$ cat config.mk
export PLATFORM = sky130hd
export DESIGN_NAME = valve_sequencer_flat
export DESIGN_NICKNAME = d
export VERILOG_FILES = /design/src/rtl/valve_seq_pkg.sv /design/src/rtl/valve_seq_if.sv /design/src/rtl/valve_tick_gen.sv /design/src/rtl/valve_sequencer.sv /design/src/flat_wrapper.sv
export SDC_FILE = /design/constraint.sdc
export NUM_CORES = 1
export LEC_CHECK = 0
export BUFFER_PORTS_ARGS = -buffer_cell sky130_fd_sc_hd__buf_2
export CAP_MARGIN = 20
export CORE_MARGIN = 2
export CORE_UTILIZATION = 55
export CTS_CLUSTER_DIAMETER = 50
export DETAILED_ROUTE_END_ITERATION = 12
export PLACE_DENSITY = 0.73
export SYNTH_ARGS = -nofsm -noshare
export SYNTH_HDL_FRONTEND = slang
export SYNTH_SLANG_ARGS = --single-unit
$ cat constraint.sdc
create_clock -name clk -period 3.4 [get_ports clk]
set_input_delay 0.17 -clock clk [delete_from_list [all_inputs] [get_ports clk]]
set_output_delay 0.17 -clock clk [all_outputs]
set_load 0.005 [all_outputs]
$ cat src/rtl/valve_seq_pkg.sv
// valve_seq_pkg: shared state encoding and default timing constants for the valve sequencer.
package valve_seq_pkg;
    typedef enum logic [1:0] {
        IDLE  = 2'd0,
        DRIP  = 2'd1,
        SPRAY = 2'd2,
        DEAD  = 2'd3
    } state_t;
    localparam int DEF_TICK_DIV = 50000;
    localparam int DEF_MIN_ON_T = 2000;
    localparam int DEF_DEAD_T   = 500;
    localparam int DEF_BLINK_T  = 250;
endpackage

$ cat src/rtl/valve_seq_if.sv
// valve_seq_if: request levels from the decision logic and solenoid/buzzer drives back.
interface valve_seq_if;
    logic       vs_req;
    logic       bs_req;
    logic       ve_req;
    logic       al_req;
    logic       drip_valve;
    logic       spray_valve;
    logic       inlet_valve;
    logic       alarm_out;
    logic [1:0] state;
    modport master (
        output vs_req, bs_req, ve_req, al_req,
        input  drip_valve, spray_valve, inlet_valve, alarm_out, state
    );
    modport slave (
        input  vs_req, bs_req, ve_req, al_req,
        output drip_valve, spray_valve, inlet_valve, alarm_out, state
    );
endinterface

$ cat src/rtl/valve_tick_gen.sv
// valve_tick_gen: free-running prescaler, one-cycle tick on count TICK_DIV-1.
module valve_tick_gen
    import valve_seq_pkg::*;
#(
    parameter int TICK_DIV = DEF_TICK_DIV
) (
    input  logic clk,
    input  logic rst_n,
    output logic tick
);
    localparam int W = $clog2(TICK_DIV);
    localparam logic [W-1:0] LAST = W'(TICK_DIV - 1);
    logic [W-1:0] cnt_q, cnt_d;
    assign tick  = cnt_q == LAST;
    assign cnt_d = tick ? '0 : cnt_q + 1'b1;
    always_ff @(posedge clk or negedge rst_n) begin
        if (!rst_n) cnt_q <= '0;
        else        cnt_q <= cnt_d;
    end
endmodule

$ cat src/rtl/valve_sequencer.sv
// valve_sequencer: drip/spray interlock with min on-time, dead time and alarm cut-off.
// Define VALVE_SEQ_ALARM_BLINK_EN for a blinking alarm_out; otherwise alarm_out is steady.
module valve_sequencer
    import valve_seq_pkg::*;
#(
    parameter int TICK_DIV = DEF_TICK_DIV,
    parameter int MIN_ON_T = DEF_MIN_ON_T,
    parameter int DEAD_T   = DEF_DEAD_T,
    parameter int BLINK_T  = DEF_BLINK_T
) (
    input logic        clk,
    input logic        rst_n,
    valve_seq_if.slave bus
);
    localparam int DMAX = (MIN_ON_T > DEAD_T) ? MIN_ON_T : DEAD_T;
    localparam int CW   = $clog2(DMAX + 1);
    localparam logic [CW-1:0] MIN_C  = CW'(MIN_ON_T);
    localparam logic [CW-1:0] DEAD_C = CW'(DEAD_T);
    logic [3:0]    sync1_q, sync2_q;
    logic          vs_s, bs_s, ve_s, al_s;
    logic          tick;
    state_t        state_q, state_d;
    logic [CW-1:0] dwell_q, dwell_d;
    logic          drip_q, spray_q, inlet_q, alarm_q, alarm_d;

    assign {vs_s, bs_s, ve_s, al_s} = sync2_q;

    valve_tick_gen #(.TICK_DIV(TICK_DIV)) u_tick (
        .clk  (clk),
        .rst_n(rst_n),
        .tick (tick)
    );

    always_comb begin
        state_d = state_q;
        case (state_q)
            IDLE:  state_d = (vs_s & ~al_s) ? DRIP : (bs_s & ~al_s) ? SPRAY : IDLE;
            DRIP:  state_d = (al_s | (~vs_s & (dwell_q >= MIN_C))) ? DEAD : DRIP;
            SPRAY: state_d = (al_s | (~bs_s & (dwell_q >= MIN_C))) ? DEAD : SPRAY;
            DEAD:  state_d = (dwell_q >= DEAD_C) ? IDLE : DEAD;
        endcase
        dwell_d = (state_d != state_q) ? '0 :
                  (tick && dwell_q != '1) ? dwell_q + 1'b1 : dwell_q;
    end

`ifdef VALVE_SEQ_ALARM_BLINK_EN
    localparam int BW = $clog2(BLINK_T + 1);
    localparam logic [BW-1:0] BLINK_C = BW'(BLINK_T - 1);
    logic [BW-1:0] blink_q, blink_d;
    logic          al_q;
    // al_q is the previous al_s, so ~al_q marks the first cycle of an alarm
    assign blink_d = (!al_s || !al_q) ? '0 :
                     tick ? ((blink_q == BLINK_C) ? '0 : blink_q + 1'b1) : blink_q;
    assign alarm_d = !al_s ? 1'b0 : !al_q ? 1'b1 :
                     (tick && blink_q == BLINK_C) ? ~alarm_q : alarm_q;
    always_ff @(posedge clk or negedge rst_n) begin
        if (!rst_n) begin
            blink_q <= '0;
            al_q    <= 1'b0;
        end else begin
            blink_q <= blink_d;
            al_q    <= al_s;
        end
    end
`else
    assign alarm_d = al_s;
`endif

    // valve drives decode the next state so they change in the same cycle as the state
    always_ff @(posedge clk or negedge rst_n) begin
        if (!rst_n) begin
            sync1_q <= '0;
            sync2_q <= '0;
            state_q <= IDLE;
            dwell_q <= '0;
            drip_q  <= 1'b0;
            spray_q <= 1'b0;
            inlet_q <= 1'b0;
            alarm_q <= 1'b0;
        end else begin
            sync1_q <= {bus.vs_req, bus.bs_req, bus.ve_req, bus.al_req};
            sync2_q <= sync1_q;
            state_q <= state_d;
            dwell_q <= dwell_d;
            drip_q  <= state_d == DRIP;
            spray_q <= state_d == SPRAY;
            inlet_q <= ve_s;
            alarm_q <= alarm_d;
        end
    end

    assign bus.drip_valve  = drip_q;
    assign bus.spray_valve = spray_q;
    assign bus.inlet_valve = inlet_q;
    assign bus.alarm_out   = alarm_q;
    assign bus.state       = state_q;
endmodule

$ cat src/flat_wrapper.sv
// flat-port wrapper written by rule: the top's interface ports become plain ports
module valve_sequencer_flat import valve_seq_pkg::*;
#(
    parameter int TICK_DIV = DEF_TICK_DIV,
    parameter int MIN_ON_T = DEF_MIN_ON_T,
    parameter int DEAD_T   = DEF_DEAD_T,
    parameter int BLINK_T  = DEF_BLINK_T
)
  (clk, rst_n, bus_vs_req, bus_bs_req, bus_ve_req, bus_al_req, bus_drip_valve, bus_spray_valve, bus_inlet_valve, bus_alarm_out, bus_state);
  valve_seq_if bus_i ();
  input logic clk;
  input logic rst_n;
  input wire logic [$bits(bus_i.vs_req)-1:0] bus_vs_req;
  input wire logic [$bits(bus_i.bs_req)-1:0] bus_bs_req;
  input wire logic [$bits(bus_i.ve_req)-1:0] bus_ve_req;
  input wire logic [$bits(bus_i.al_req)-1:0] bus_al_req;
  output wire logic [$bits(bus_i.drip_valve)-1:0] bus_drip_valve;
  output wire logic [$bits(bus_i.spray_valve)-1:0] bus_spray_valve;
  output wire logic [$bits(bus_i.inlet_valve)-1:0] bus_inlet_valve;
  output wire logic [$bits(bus_i.alarm_out)-1:0] bus_alarm_out;
  output wire logic [$bits(bus_i.state)-1:0] bus_state;
  assign bus_i.vs_req = bus_vs_req;
  assign bus_i.bs_req = bus_bs_req;
  assign bus_i.ve_req = bus_ve_req;
  assign bus_i.al_req = bus_al_req;
  assign bus_drip_valve = bus_i.drip_valve;
  assign bus_spray_valve = bus_i.spray_valve;
  assign bus_inlet_valve = bus_i.inlet_valve;
  assign bus_alarm_out = bus_i.alarm_out;
  assign bus_state = bus_i.state;
  valve_sequencer #(.TICK_DIV(TICK_DIV), .MIN_ON_T(MIN_ON_T), .DEAD_T(DEAD_T), .BLINK_T(BLINK_T)) u_core (.clk(clk), .rst_n(rst_n), .bus(bus_i));
endmodule
==> impl_metrics.env, run 1 <==
export IMPL_wirelength_mm=3.194
export IMPL_clk_latency_ns=0.35
export IMPL_cts_made_buffers=5
export IMPL_post_dp_hpwl_mm=2.278
export IMPL_nNetsFinal=201
export IMPL_r2r_end="u_core.dwell_q[4]"
export IMPL_wl_met3_um=67
export IMPL_final_cell_mix="dfrtp_1 (41), nor2_1 (28), buf_2 (11)"
export IMPL_syn_inst=173
export IMPL_grt_pass1_vias=1362
export IMPL_drt_antenna_violating_nets=0
export IMPL_dr_wl_met2_mm=1.689
export IMPL_status="finished, final reports clean"
export IMPL_synth_seq_area_share_pct=54.02
export IMPL_worst_path_stages=5
export IMPL_critPathCapture="u_core.dwell_q[4]"
export IMPL_fin_tns_setup_ns=0
export IMPL_ios=12
export IMPL_std_cell_rows=21
export IMPL_drtIter0Drc=87
export IMPL_antenna_found_initial=0
export IMPL_first_pass_iters=4
export IMPL_hold_viol_final=0
export IMPL_nFillCells=298
export IMPL_fmax_mhz=502.2
export IMPL_ys_seq_elements=41
export IMPL_period_share_pct=58.56
export IMPL_cp_start_kind="flop"
export IMPL_antenna_cells=0
export IMPL_grt_pass1_wl_mm=5.837
export IMPL_arrival_ns=2.20
export IMPL_port_buffer_count=11
export IMPL_ys_async_sr_fraction_pct=100.0
export IMPL_ys_warn_count=0
export IMPL_tightest_slew_ns=0.8563
export IMPL_utilization_pct=62.84
export IMPL_post_cts_setup_buffers=0
export IMPL_syn_nets=182
export IMPL_end_kind="flop"
export IMPL_core_region_area_mm2=0.003337
export IMPL_avgRoutedWirePerCell_um=13.36
export IMPL_hold_start="u_core.sync1_q[1]"
export IMPL_setup_viol=0
export IMPL_dieWidth_um=62.77
export IMPL_leakage_nw=0.9460
export IMPL_crit_type="reg -> reg"
export IMPL_power_density_mw_per_mm2=365.9
export IMPL_cp_slowest_cell="a211oi_2"
export IMPL_crit_fanout=11
export IMPL_routed_top_layer="met4"
export IMPL_fp_dieH_um=62.77
export IMPL_h_tree_depth=2
export IMPL_clock_root_buffer="clkbuf_4"
export IMPL_synthDistinctLibCells=46
export IMPL_hold_class="reg -> reg"
export IMPL_drcViolationCount=0
export IMPL_crit_family="compound AO/OA/AOI/OAI gates"
export IMPL_max_slew_margin_rel_pct=42.91
export IMPL_die_area_mm2=0.003939
export IMPL_place_area_mm2=0.001984
export IMPL_vias_per_cell=5.397
export IMPL_cp_required_ns=3.61
export IMPL_stdcell_area_mm2=0.002097
export IMPL_dr_total_vias=1290
export IMPL_start_util_pct=56.92
export IMPL_clock_sinks=41
export IMPL_syn_area_mm2=0.001899
export IMPL_rrSetupSlack_ns=1.41
export IMPL_avgSynthCellArea_um2=10.98
export IMPL_cts_tree="yes"
export IMPL_r2r_start="u_core.dwell_q[4]"
export IMPL_met1Wirelength_mm=1.407
export IMPL_slowest_delay_ns=0.65
export IMPL_cts_max_path_buffers=2
export IMPL_cts_resized=0
export IMPL_grt_overflow=0
export IMPL_crit_chain="nand3_2 -> o31ai_1 -> nor2_1 -> a211oi_2 -> nor2_1"
export IMPL_clock_skew_ns=0.008981
export IMPL_worst_r2r_path_depth=5
export IMPL_gp_congestion=0.8195
export IMPL_drv_slew=0
export IMPL_worst_path_buf_inv=0
export IMPL_area_delta_synth_final_pct=10.41
export IMPL_drv_cap=0
export IMPL_period_minus_slack_ns=1.991
export IMPL_finalPower_uw=767.3
export IMPL_irDropWorstVdd_mv=0.2105
export IMPL_drive_gt1_share_pct=17.62
export IMPL_min_path_cells=0
export IMPL_synth_edf_count=0
export IMPL_final_common_cell="dfrtp_1"
export IMPL_grt_util_all_layers_pct=18.75
export IMPL_cp_common_cell="nor2_1"
export IMPL_critPathLaunch="u_core.dwell_q[4]"
export IMPL_grt_start_max_net_pins=42
export IMPL_rsz0062_at_grt="no"
export IMPL_synthFlopType="dfrtp_1"
export IMPL_clk_pin_slew_ns=0.13
-- per-layer routing --
layer | vias up | track usage, %
li1 | 637 | -
met1 | 638 | 21.48
met2 | 10 | 34.14
met3 | 5 | 4.865
met4 | 0 | 5.833
met5 | - | 0
-- metrics by stage --
step	setup slack [ns]	hold slack (ns)	cells
after floorplan	1.830	-0.1256	173
after global placement	1.531	0.2775	226
after detailed placement	1.424	0.2793	226
after CTS	1.397	0.3667	239
after global routing	1.186	0.3729	239
final	1.409	0.3563	239
-- worst min path at each step --
stage / to / slack (ns)
after floorplan: u_core.bus.alarm_out / -0.13
after global placement: u_core.sync1_q[1] / 0.28
after detailed placement: u_core.sync1_q[3] / 0.28
after CTS: u_core.sync2_q[1] / 0.37
after global routing: u_core.sync2_q[1] / 0.37
final: u_core.sync2_q[1] / 0.36
-- synth_stat cells, types with 2 or more instances --
cell,count,share of area [%]
nor3_1,2,0.53
xnor2_1,9,4.2
nand4_1,6,2.0
nand3_1,8,2.1
nor4_2,3,2.0
dfrtp_1,41,54
o21ai_0,4,1.1
inv_1,5,0.99
nor2_1,28,5.5
ha_1,3,2.0
and3_1,5,1.6
nor2b_1,2,0.66
a21oi_1,4,1.1
xor2_1,10,4.6
nor2_2,3,0.99
nand2_1,10,2.0
-- sequential cells by signal, summed over array words and instances (netlist names) --
name	cells
u_core.dwell_q	11
u_core.bus.drip_valve	1
u_core.u_tick.cnt_q	16
u_core.sync1_q	4
u_core.bus.state	2
u_core.bus.spray_valve	1
u_core.bus.inlet_valve	1
u_core.sync2_q	4
u_core.bus.alarm_out	1
-- final cells by class --
cell class / instances / area, µm² / share of cell area (%)
sequential: 41 / 1026 / 48.93
multi-input combinational: 123 / 827.0 / 39.44
timing repair buffer: 16 / 105.1 / 5.012
tap: 46 / 57.56 / 2.745
clock buffer: 5 / 37.54 / 1.790
clock inverter: 3 / 25.02 / 1.193
inverter: 5 / 18.77 / 0.8950
-- power breakdown --
part / switching, mW / internal [mW] / total, mW / leakage (nW)
clock: 0.166 / 0.0857 / 0.252 / 0.0322
sequential: 0.00345 / 0.493 / 0.497 / 0.525
combinational: 0.0115 / 0.00738 / 0.0189 / 0.389
-- kinds of logic (layout without fill, tap and decap cells) --
family / after synthesis / after routing / synth area share, %
adders and majority gates: 4 / 4 / 2.504
muxes: 1 / 1 / 0.5270
AOI/OAI and AO/OA: 19 / 19 / 6.984
buffers and inverters: 9 / 29 / 2.437
DFF: 41 / 41 / 54.02
xor gates and xnor gates: 19 / 19 / 8.762
and+or+nand+nor: 80 / 80 / 24.77
-- what timing repair did --
item	4_1_cts	5_1_grt
endpoints found under the setup margin	0	0
endpoints found under the hold margin	45	0
hold buffers	5	0
Power figures use the tool's default switching activity.
==> run 2: changes to the inputs <==
Clock period 3.4 ns to 1.9 ns, I/O delays scaled along.
==> run 2 against run 1 <==
Maximum frequency grew 15%. Wire length up 5.3%. Worst hold slack got worse by 0.17 ns. Non-clock buffer count grew 4. Clock-buffer cell count unchanged. Setup slack got worse by 1.2 ns. Power rose by 81%. Core utilization up 0.90 points. Clock power is 83% higher. Sequential share of layout area shrank 0.69 points. Critical path type unchanged. Critical endpoint is now u_core.dwell_q[7]. Largest cell class unchanged. Highest routed layer unchanged.
==> impl_metrics.env, run 2 (same netlist as run 1, synthesis figures left out) <==
export IMPL_leakage_nw=0.9642
export IMPL_drive_gt1_share_pct=19.29
export IMPL_dp_slack_ns=0.1613
export IMPL_drt_antenna_violating_nets=0
export IMPL_first_pass_iters=4
export IMPL_wirelength_mm=3.362
export IMPL_largest_reg_flops=16
export IMPL_placed_cells=230
export IMPL_fin_cells=243
export IMPL_setup_viol=0
export IMPL_cts_tree="yes"
export IMPL_grt_overflow=0
export IMPL_drv_slew=0
export IMPL_clk_pin_slew_ns=0.14
export IMPL_clock_skew_ns=0.01608
export IMPL_reg_top3="u_core.u_tick.cnt_q: 16 flops, u_core.dwell_q: 11 flops"
export IMPL_post_dp_hpwl_mm=2.406
export IMPL_hold_viol_final=0
export IMPL_clock_sinks=41
export IMPL_fin_ws_ns=0.1638
export IMPL_arrival_ns=2.01
export IMPL_antenna_cells=0
export IMPL_std_cell_rows=21
export IMPL_grt_start_max_net_pins=23
export IMPL_power_density_mw_per_mm2=652.7
export IMPL_start_util_pct=56.92
export IMPL_irDropWorstVdd_mv=0.5889
export IMPL_port_buffer_count=11
export IMPL_finalPower_mw=1.388
export IMPL_avgRoutedWirePerCell_um=13.84
export IMPL_die_area_mm2=0.003939
export IMPL_crit_family="simple AND/OR/NAND/NOR gates"
export IMPL_hold_class="in -> async"
export IMPL_top_register="u_core.u_tick.cnt_q"
export IMPL_drtIter0Drc=75
export IMPL_crit_chain="ha_1 -> and3_1 -> nand4_4 -> nor4_2 -> xnor2_1 -> nor2_2"
export IMPL_worst_hold_slack_ns=0.1874
export IMPL_antenna_found_initial=0
export IMPL_utilization_pct=63.74
export IMPL_clk_latency_ns=0.37
export IMPL_cp_slowest_cell="dfrtp_1"
export IMPL_tightest_slew_ns=0.4537
export IMPL_ios=12
export IMPL_place_area_mm2=0.002014
export IMPL_final_cell_mix="dfrtp_1 (41), nor2_1 (28), buf_2 (11)"
export IMPL_clock_root_buffer="clkbuf_4"
export IMPL_fin_tns_setup_ns=0
export IMPL_dr_total_vias=1305
export IMPL_cts_max_path_buffers=2
export IMPL_core_region_area_mm2=0.003337
export IMPL_stdcell_area_mm2=0.002127
export IMPL_cts_made_buffers=5
export IMPL_rsz0062_at_grt="no"
export IMPL_crit_fanout=7
export IMPL_crit_type="reg -> reg"
export IMPL_period_share_pct=91.38
export IMPL_nNetsFinal=205
export IMPL_end_kind="flop"
export IMPL_dieWidth_um=62.77
export IMPL_vias_per_cell=5.370
export IMPL_period_minus_slack_ns=1.736
export IMPL_worst_path_buf_inv=0
export IMPL_drv_cap=0
export IMPL_grt_pass1_wl_mm=5.844
export IMPL_grt_pass1_vias=1261
export IMPL_gp_congestion=0.7847
export IMPL_slowest_delay_ns=0.40
export IMPL_cp_required_ns=2.18
export IMPL_status="finished, final reports clean"
export IMPL_drcViolationCount=0
export IMPL_final_common_cell="dfrtp_1"
export IMPL_cp_start_kind="flop"
export IMPL_h_tree_depth=2
export IMPL_area_delta_synth_final_pct=11.99
export IMPL_fmax_mhz=576.0
export IMPL_grt_util_all_layers_pct=19.16
export IMPL_fp_dieH_um=62.77
export IMPL_max_slew_margin_rel_pct=69.75
[run 2: final timing paths]
path                                             start                      to  slack [ns]  depth (start not counted)
min in group clk                            bus_al_req       u_core.sync1_q[0]        0.35                          2
max in group asynchronous                        rst_n  u_core.u_tick.cnt_q[6]        1.06                          3
worst max register to register  u_core.u_tick.cnt_q[1]       u_core.dwell_q[7]        0.16                          6
worst min register to register       u_core.sync2_q[1]  u_core.bus.inlet_valve        0.36                          0
worst max-delay path            u_core.u_tick.cnt_q[1]       u_core.dwell_q[7]        0.16                          6
worst min-delay path                             rst_n     u_core.bus.state[0]        0.19                          2
[run 2: repair_timing]
action / in CTS / in global routing
hold buffers: 5 / 0
gates resized for setup: 0 / 0
endpoints found under the hold margin: 23 / 0
buffers inserted: 0 / 0
setup endpoints to repair: 0 / 0
[run 2: power breakdown]
| group | total (mW) | switching, mW | internal (mW) |
|---|---|---|---|
| sequential | 0.890 | 0.00669 | 0.883 |
| clock | 0.462 | 0.311 | 0.151 |
| combinational | 0.0365 | 0.0219 | 0.0146 |
| total | 1.39 | 0.340 | 1.05 |
[run 2: routing by layer]
layer  global-route usage [%]  share of wire, %  vias to the layer above
met1                    24.67                45                      636
met4                    7.778               1.8                        0
met5                        0                 0                        -
met2                    30.78                49                       18
li1                         -                 -                      646
met3                    5.225               3.4                        5
[run 2: layout make-up]
cell class / count / area (µm²)
Tap cell: 46 / 57.56
Fill cell: 278 / 1210
Clock buffer: 5 / 37.54
Multi-Input combinational cell: 123 / 827.0
Timing Repair Buffer: 20 / 135.1
Clock inverter: 3 / 25.02
Inverter: 5 / 18.77
Sequential cell: 41 / 1026
